[src/rtl/pll_rst_pkg.sv]
// Shared definitions for the PLL reset sequencer: state encoding, default
// timing constants and the clock-enable divider width.
package pll_rst_pkg;

    // Sequencer states
    typedef enum logic [2:0] {
        ST_WAIT_LOCK  = 3'd0,
        ST_PLL_RST    = 3'd1,
        ST_SDRAM_PWR  = 3'd2,
        ST_SDRAM_INIT = 3'd3,
        ST_CORE_DLY   = 3'd4,
        ST_RUN        = 3'd5
    } state_e;

    // Default timing, in 48 MHz cycles
    localparam int unsigned LOCK_STABLE_DEF  = 4096;
    localparam int unsigned LOCK_TIMEOUT_DEF = 1048576;
    localparam int unsigned PLL_RST_CYC_DEF  = 16;
    localparam int unsigned SDRAM_PWR_DEF    = 4800;
    localparam int unsigned CORE_DLY_DEF     = 64;

    // Divider producing the 24/12/6 MHz enables
    localparam int unsigned DIV_W = 3;

    function automatic int unsigned max_u(input int unsigned a, input int unsigned b);
        return (a > b) ? a : b;
    endfunction

endpackage

[src/rtl/pll_lock_sync.sv]
// Two-flop synchronizer for the asynchronous PLL locked flag.
// Ports: clk, rst_n (sync, active-low), d (async input), q (synchronized).
module pll_lock_sync #(
    parameter logic RST_VAL = 1'b0
) (
    input  logic clk,
    input  logic rst_n,
    input  logic d,
    output logic q
);

    logic meta;

    always_ff @(posedge clk) begin
        if (!rst_n) begin
            meta <= RST_VAL;
            q    <= RST_VAL;
        end else begin
            meta <= d;
            q    <= meta;
        end
    end

endmodule

[src/rtl/pll_rst_seq.sv]
// Power-up / lock-loss reset sequencer placed after the system PLL.
// Filters pll_locked, sequences SDRAM and core resets, pulses the PLL reset
// when lock never arrives, and generates 24/12/6 MHz clock enables in RUN.
// Ports:
//   clk, rst_n (sync, active-low), pll_locked (async), sdram_init_done
//   pll_rst, sdram_rst, core_rst_n, ready, cen24, cen12, cen6 (registered)
// Build option: PLL_RST_RETRY_EN enables the lock timeout and PLL_RST state;
// without it pll_rst is tied low and WAIT_LOCK waits indefinitely.
module pll_rst_seq
    import pll_rst_pkg::*;
#(
    parameter int unsigned LOCK_STABLE  = LOCK_STABLE_DEF,
    parameter int unsigned LOCK_TIMEOUT = LOCK_TIMEOUT_DEF,
    parameter int unsigned PLL_RST_CYC  = PLL_RST_CYC_DEF,
    parameter int unsigned SDRAM_PWR    = SDRAM_PWR_DEF,
    parameter int unsigned CORE_DLY     = CORE_DLY_DEF
) (
    input  logic clk,
    input  logic rst_n,
    input  logic pll_locked,
    input  logic sdram_init_done,
    output logic pll_rst,
    output logic sdram_rst,
    output logic core_rst_n,
    output logic ready,
    output logic cen24,
    output logic cen12,
    output logic cen6
);

    localparam int unsigned CNT_MAX = max_u(max_u(max_u(LOCK_STABLE, LOCK_TIMEOUT),
                                                  max_u(PLL_RST_CYC, SDRAM_PWR)), CORE_DLY);
    localparam int unsigned CW = $clog2(CNT_MAX) + 1;

    state_e             state, state_nxt;
    logic               lock_s;
    logic [CW-1:0]      stab_cnt, stab_nxt;
    logic [CW-1:0]      seq_cnt, seq_nxt;
    logic [DIV_W-1:0]   div, div_nxt;
    logic               sdram_rst_nxt, run_nxt;
    logic               cen24_nxt, cen12_nxt, cen6_nxt;
`ifdef PLL_RST_RETRY_EN
    logic [CW-1:0]      tmo_cnt, tmo_nxt;
    logic               pll_rst_nxt;
`endif

    function automatic logic [CW-1:0] sat_inc(input logic [CW-1:0] v);
        return (v == {CW{1'b1}}) ? v : v + CW'(1);
    endfunction

    pll_lock_sync #(
        .RST_VAL (1'b0)
    ) u_lock_sync (
        .clk   (clk),
        .rst_n (rst_n),
        .d     (pll_locked),
        .q     (lock_s)
    );

    // Next state, counters and registered-output next values
    always_comb begin
        state_nxt = state;
        stab_nxt  = stab_cnt;
        seq_nxt   = seq_cnt;
`ifdef PLL_RST_RETRY_EN
        tmo_nxt   = tmo_cnt;
`endif

        case (state)
            ST_WAIT_LOCK: begin
                stab_nxt = lock_s ? sat_inc(stab_cnt) : '0;
`ifdef PLL_RST_RETRY_EN
                tmo_nxt  = sat_inc(tmo_cnt);
`endif
                // Stability target wins over a coincident timeout
                if (lock_s && (stab_cnt == CW'(LOCK_STABLE - 1))) begin
                    state_nxt = ST_SDRAM_PWR;
                end
`ifdef PLL_RST_RETRY_EN
                else if (tmo_cnt == CW'(LOCK_TIMEOUT - 1)) begin
                    state_nxt = ST_PLL_RST;
                end
`endif
            end
`ifdef PLL_RST_RETRY_EN
            ST_PLL_RST: begin
                seq_nxt = sat_inc(seq_cnt);
                if (seq_cnt == CW'(PLL_RST_CYC - 1)) state_nxt = ST_WAIT_LOCK;
            end
`endif
            ST_SDRAM_PWR: begin
                seq_nxt = sat_inc(seq_cnt);
                if (seq_cnt == CW'(SDRAM_PWR - 1)) state_nxt = ST_SDRAM_INIT;
            end
            ST_SDRAM_INIT: begin
                if (sdram_init_done) state_nxt = ST_CORE_DLY;
            end
            ST_CORE_DLY: begin
                seq_nxt = sat_inc(seq_cnt);
                if (seq_cnt == CW'(CORE_DLY - 1)) state_nxt = ST_RUN;
            end
            ST_RUN: begin
                state_nxt = ST_RUN;
            end
            default: begin
                state_nxt = ST_WAIT_LOCK;
            end
        endcase

        // Lock loss after lock was accepted overrides every other transition
        if (!lock_s && (state inside {ST_SDRAM_PWR, ST_SDRAM_INIT, ST_CORE_DLY, ST_RUN})) begin
            state_nxt = ST_WAIT_LOCK;
        end

        // Every state change starts the new state with clean counters
        if (state_nxt != state) begin
            stab_nxt = '0;
            seq_nxt  = '0;
`ifdef PLL_RST_RETRY_EN
            tmo_nxt  = '0;
`endif
        end

        div_nxt       = ((state == ST_RUN) && (state_nxt == ST_RUN)) ? div + DIV_W'(1) : '0;
        run_nxt       = (state_nxt == ST_RUN);
        sdram_rst_nxt = !(state_nxt inside {ST_SDRAM_INIT, ST_CORE_DLY, ST_RUN});
        cen24_nxt     = run_nxt && (div_nxt[0] == 1'b0);
        cen12_nxt     = run_nxt && (div_nxt[1:0] == 2'b00);
        cen6_nxt      = run_nxt && (div_nxt == '0);
`ifdef PLL_RST_RETRY_EN
        pll_rst_nxt   = (state_nxt == ST_PLL_RST);
`endif
    end

    // State, counters and Moore outputs
    always_ff @(posedge clk) begin
        if (!rst_n) begin
            state      <= ST_WAIT_LOCK;
            stab_cnt   <= '0;
            seq_cnt    <= '0;
            div        <= '0;
            sdram_rst  <= 1'b1;
            core_rst_n <= 1'b0;
            ready      <= 1'b0;
            cen24      <= 1'b0;
            cen12      <= 1'b0;
            cen6       <= 1'b0;
        end else begin
            state      <= state_nxt;
            stab_cnt   <= stab_nxt;
            seq_cnt    <= seq_nxt;
            div        <= div_nxt;
            sdram_rst  <= sdram_rst_nxt;
            core_rst_n <= run_nxt;
            ready      <= run_nxt;
            cen24      <= cen24_nxt;
            cen12      <= cen12_nxt;
            cen6       <= cen6_nxt;
        end
    end

`ifdef PLL_RST_RETRY_EN
    // Retry path: timeout counter and PLL reset pulse
    always_ff @(posedge clk) begin
        if (!rst_n) begin
            tmo_cnt <= '0;
            pll_rst <= 1'b0;
        end else begin
            tmo_cnt <= tmo_nxt;
            pll_rst <= pll_rst_nxt;
        end
    end
`else
    assign pll_rst = 1'b0;
`endif

endmodule

[config.mk]
export PLATFORM = sky130hd
export DESIGN_NAME = pll_rst_seq
export DESIGN_NICKNAME = d
export VERILOG_FILES = /design/src/rtl/pll_rst_pkg.sv /design/src/rtl/pll_lock_sync.sv /design/src/rtl/pll_rst_seq.sv
export SDC_FILE = /design/constraint.sdc
export NUM_CORES = 1
export LEC_CHECK = 0
export CORE_UTILIZATION = 45
export CTS_BUF_LIST = sky130_fd_sc_hd__clkbuf_4
export DETAILED_ROUTE_END_ITERATION = 10
export PLACE_DENSITY = 0.69
export SKIP_CTS_REPAIR_TIMING = 1
export SYNTH_ARGS = -nofsm -noshare
export SYNTH_HDL_FRONTEND = slang
export SYNTH_HIERARCHICAL = 1
export SYNTH_SLANG_ARGS = --single-unit
[constraint.sdc]
create_clock -name clk -period 3.1 [get_ports clk]
set_input_delay 0.465 -clock clk [delete_from_list [all_inputs] [get_ports clk]]
set_output_delay 0.465 -clock clk [all_outputs]
set_load 0.1 [all_outputs]
==> results of run 1 <==
==> worst paths after layout <==
check / to / slack (ns) / cells after the start
setup / recovery: seq_cnt[14] / 0.51 / 5
hold / removal: u_lock_sync/q / 0.45 / 1
hold reg to reg: u_lock_sync/q / 0.45 / 1
setup reg to reg: seq_cnt[14] / 0.51 / 5
==> cell type report <==
cell class,count,share of cell area (%)
inverter,5,0.633
clock inverter,3,0.802
clock buffer,5,1.27
tap,75,3.17
timing repair buffer,11,3.21
sequential,55,37.2
multi-input combinational,255,53.8
==> registers in the layout, indices dropped and copies added, names as in the netlist <==
register          count
seq_cnt              21
cen24                 1
u_lock_sync/meta      1
stab_cnt             21
ready                 1
cen12                 1
cen6                  1
state                 3
u_lock_sync/q         1
div                   3
sdram_rst             1
==> report_power, final <==
group          leakage (nW)  switching, mW  internal, mW  total [mW]
sequential            0.443        0.00101         0.709       0.710
clock                0.0331          0.236        0.0932       0.330
combinational         0.477         0.0179       0.00731      0.0252
==> cells in the mapped netlist (6+ instances only) <==
cell	number
or4_1	6
nand2_1	20
a21oi_1	21
or3_1	11
xnor2_1	9
nand3_1	16
o211ai_1	9
nor2_1	39
and3_1	10
dfxtp_1	55
nor4_1	7
nand4_1	9
xor2_1	19
nor3_1	6
clkbuf_1	6
o21ai_0	17
==> layer usage <==
metal	up-vias	share of wire, %	wire length (um)	GRT usage (%)
met2	37	46	2510	28.5
li1	1209	-	-	-
met5	-	0	0	0
met1	1063	50	2730	23.4
met3	6	2.9	159	3.26
met4	0	0.83	45	3.93
==> cell families after synthesis <==
kind of cell,Yosys count
flops,55
mux,2
xor+xnor,28
fa+ha+maj,3
buf+inv,20
compound gates,67
simple gates,154
other cells,1
==> critical path, delay by kind of cell, from the launching register on <==
| family | cells | cell delay [ns] |
|---|---|---|
| AND/OR/NAND/NOR | 3 | 1.05 |
| flip-flops | 1 | 0.48 |
| AO/OA/AOI/OAI | 2 | 0.92 |
==> flow_summary.json, run 1 <==
{
  "outcome": "complete, no violations",
  "multi_input_area_um2": 1590,
  "cpPeakStageDelay_ns": 0.78,
  "drtPass1Iterations": 4,
  "syn_avg_cell_area_um2": 8.47,
  "grt_usage_pct": 17.4,
  "path_class": "reg2reg",
  "holdCritStartpoint": "u_lock_sync/meta",
  "async_reset_ff_share_pct": 0,
  "leakagePower_nw": 0.954,
  "start_kind": "flop",
  "p_total_mw": 1.06,
  "drc_errors": 0,
  "hold_viol": 0,
  "ir_drop_mv": 0.242,
  "period_needed_ns": 2.59,
  "maxCapViolations": 0,
  "period_share_pct": 83.5,
  "synthFlopType": "dfxtp_1",
  "synthSimpleGateAreaFrac_pct": 30.5,
  "tns_ns": 0,
  "drive_gt1_share_pct": 7.78,
  "clockBufferDepth": 2,
  "wl_um": 5450,
  "worstPathMaxFanout": 23,
  "setup_viol_count_final": 0,
  "grt_pass1_wl_um": 9130,
  "yosysSeqAreaShare_pct": 39.4,
  "synthTopCellsByArea": "dfxtp_1 39%, xor2_1 6.0%, nor2_1 5.2%, a21oi_1 3.8%, o21ai_0 3.0%",
  "synth_area_um2": 2800,
  "postPlaceCellArea_um2": 2900,
  "path_cells": "or4b_1 > nor4_2 > a221oi_1 > o211ai_2 > nor2_1",
  "rows": 28,
  "first_iter_violations": 112,
  "antenna_found_initial": 0,
  "seq_area_um2": 1100,
  "core-area_um2": 5960,
  "cp_slowest_cell": "o211ai_2",
  "critPathArrivalTime_ns": 2.82,
  "start_util_pct": 47.0,
  "numCtsBuffers": 5,
  "grt_pass1_vias": 2010,
  "final_util_pct": 49.7,
  "most-common-layout-cells": "55 x dfxtp_1, 39 x nor2_1, 21 x a21oi_1",
  "power_density_nw_per_um2": 359,
  "hold_class": "reg2reg",
  "synth_edf_count": 0,
  "wire_per_inst_um": 13.3,
  "rsz0062_at_grt": "false",
  "worstSetupEndpointType": "flop",
  "synthAdderAreaFrac_pct": 1.34,
  "overflow": 0,
  "synth.area.mux_share_pct": 0.716,
  "ys_ff_latch": 55,
  "synthCells": 330,
  "critPathLaunch": "state[0]",
  "skew_ns": 0.0132,
  "synth_top_family_by_area": "simple AND/OR/NAND/NOR gates",
  "dp_cells": 401,
  "ys_warn_count": 6,
  "hpwl_um": 3870,
  "post-synth-top-area-cell": "dfxtp_1",
  "nets": 340,
  "io_pins": 11,
  "num_vias": 2315,
  "clk_pin_slew_ns": 0.17,
  "fin_ws_ns": 0.512,
  "viasPerCell": 5.66,
  "fp.dieH_um": 80.8,
  "tightestPinTransition_ns": 0.961,
  "clockRootBuffer": "clkbuf_4",
  "holdWs_ns": 0.448,
  "numClockSinks": 55,
  "report.final.slew_viol_count": 0,
  "r2r_start": "state[0]",
  "synthXorXnorAreaFrac_pct": 8.77,
  "cts_tree": "yes",
  "synth-compound-area-share_pct": 15.5,
  "antennaDiodeCount": 0,
  "io_buffer_count": 9,
  "dieArea_um2": 6530,
  "ys_types": 50,
  "htree_levels": 2,
  "insertion_delay_ns": 0.37,
  "ant_nets": 0,
  "dieWidth_um": 80.8,
  "gp_congestion": 0.811,
  "syn-num-nets": 337,
  "grt_max_degree": 24,
  "dp_worst_setup_slack_ns": 0.515,
  "fin_cells": 409,
  "relSlewSlack_pct": 35.7,
  "final_common_cell": "dfxtp_1",
  "crit_required_ns": 3.33,
  "area_delta_synth_final_pct": 5.95,
  "fin_area_um2": 2960,
  "synth_top_area_share_pct": 39.4,
  "fillers": 576,
  "fmax_ghz": 0.386
}
(Power assumes the default switching activity.)
==> inputs of run 2 (changes only) <==
==> constraint.sdc (replaced) <==
create_clock -name clk -period 2.6 [get_ports clk]
set_input_delay 0.39 -clock clk [delete_from_list [all_inputs] [get_ports clk]]
set_output_delay 0.39 -clock clk [all_outputs]
set_load 0.1 [all_outputs]
==> run 2 against run 1 <==
- count of clock-buffer cells in the layout unchanged
- worst setup slack lost 0.25 ns
- via count is 3.3% higher
- final cell count rose by 1.7%
- flip-flop and latch count stayed put
- total power rose by 27%
- non-clock buffer count up 7
- highest routed layer unchanged
==> flow_summary.json, run 2 (same netlist as run 1, synthesis figures left out) <==
{
  "fin_ws_ns": 0.264,
  "clockRootBuffer": "clkbuf_4",
  "ir_drop_mv": 0.351,
  "dieArea_um2": 6530,
  "htree_levels": 2,
  "area_delta_synth_final_pct": 8.32,
  "numCtsBuffers": 5,
  "grt_usage_pct": 18.0,
  "antenna_found_initial": 0,
  "gp_congestion": 0.830,
  "fillers": 543,
  "setup_viol_count_final": 0,
  "grt_pass1_wl_um": 9230,
  "relSlewSlack_pct": 51.0,
  "drive_gt1_share_pct": 9.97,
  "start_util_pct": 47.0,
  "dp_cells": 408,
  "core-area_um2": 5960,
  "cp_common_cell": "or3_1",
  "cts_tree": "yes",
  "hold_viol": 0,
  "dieWidth_um": 80.8,
  "drtPass1Iterations": 4,
  "antennaDiodeCount": 0,
  "insertion_delay_ns": 0.38,
  "report.final.slew_viol_count": 0,
  "crit_required_ns": 2.92,
  "fp.dieH_um": 80.8,
  "io_buffer_count": 9,
  "period_needed_ns": 2.34,
  "period_share_pct": 89.9,
  "path_class": "reg2reg",
  "rsz0062_at_grt": "false",
  "final_common_cell": "dfxtp_1",
  "most-common-layout-cells": "55 x dfxtp_1, 39 x nor2_1, 21 x a21oi_1",
  "fin_cells": 416,
  "path_cells": "ha_1 > nand2_1 > or4_1 > or3_1 > or3_1 > a21oi_1",
  "clk_pin_slew_ns": 0.16,
  "ant_nets": 0,
  "power_density_nw_per_um2": 446,
  "outcome": "complete, no violations",
  "dp_worst_setup_slack_ns": 0.301,
  "crit_family": "simple AND/OR/NAND/NOR gates",
  "p_total_mw": 1.35,
  "worstSetupEndpointType": "flop",
  "cp_slowest_cell": "or4_1",
  "final_util_pct": 50.9,
  "tns_ns": 0,
  "drc_errors": 0,
  "reg.largest.list": "seq_cnt x21, stab_cnt x21",
  "critPathArrivalTime_ns": 2.65,
  "num_vias": 2391,
  "fin_area_um2": 3030,
  "grt_pass1_vias": 2014,
  "worstPathMaxFanout": 8,
  "overflow": 0,
  "fmax_ghz": 0.428,
  "wire_per_inst_um": 13.4,
  "holdWs_ns": 0.448,
  "clockBufferDepth": 2,
  "maxCapViolations": 0,
  "leakagePower_nw": 1.00,
  "tightestPinTransition_ns": 0.733,
  "postPlaceCellArea_um2": 2950,
  "hold_class": "reg2reg",
  "grt_max_degree": 22,
  "rows": 28,
  "cpPeakStageDelay_ns": 0.63,
  "hpwl_um": 3980,
  "wl_um": 5590,
  "skew_ns": 0.0167,
  "start_kind": "flop",
  "worst-path-buf-inv": 0,
  "nets": 347,
  "viasPerCell": 5.75,
  "io_pins": 11,
  "numClockSinks": 55,
  "first_iter_violations": 194
}
==> run 2: cell count changes in the layout (fill, tap and decap cells not counted), sizes merged <==
cell,change
bufinv,+1
buf,+9
clkdlybuf4s50,-2
clkinvlp,-1
==> run 2: routing by layer <==
layer  GRT usage (%)  share of wire (%)  vias to the layer above
met3            3.48                2.4                        7
met4            5.89                1.0                        0
met2            27.6                 46                       31
li1                -                  -                     1231
met1            25.3                 50                     1122
met5               0                  0                        -
==> run 2: where the power goes <==
part | leakage [nW] | internal, mW | switching [mW]
sequential | 0.443 | 0.845 | 0.00112
combinational | 0.516 | 0.0106 | 0.0217
clock | 0.0432 | 0.203 | 0.269
total | 1.00 | 1.06 | 0.292
==> run 2: worst register-to-register path, stage by stage, from the launching register on <==
cell	delay, ns
dfxtp_1	0.44
ha_1	0.23
nand2_1	0.10
or4_1	0.63
or3_1	0.42
or3_1	0.31
a21oi_1	0.14
==> run 2: path summary, 6_finish.rpt <==
path	startpoint	to	slack, ns	cells after the start
hold reg to reg	u_lock_sync/meta	u_lock_sync/q	0.45	1
setup / recovery	stab_cnt[0]	stab_cnt[18]	0.26	6
hold / removal	u_lock_sync/meta	u_lock_sync/q	0.45	1
setup reg to reg	stab_cnt[0]	stab_cnt[18]	0.26	6
==> run 2: cell type report <==
| class | count | area (um2) | share of cell area, % |
|---|---|---|---|
| flip-flops and latches | 55 | 1100 | 36.3 |
| clock buffers | 5 | 37.5 | 1.24 |
| well taps | 75 | 93.8 | 3.10 |
| inverters | 5 | 18.8 | 0.620 |
| clock inverters | 3 | 42.5 | 1.40 |
| repair buffers | 18 | 143 | 4.71 |
| multi-input cells | 255 | 1590 | 52.6 |
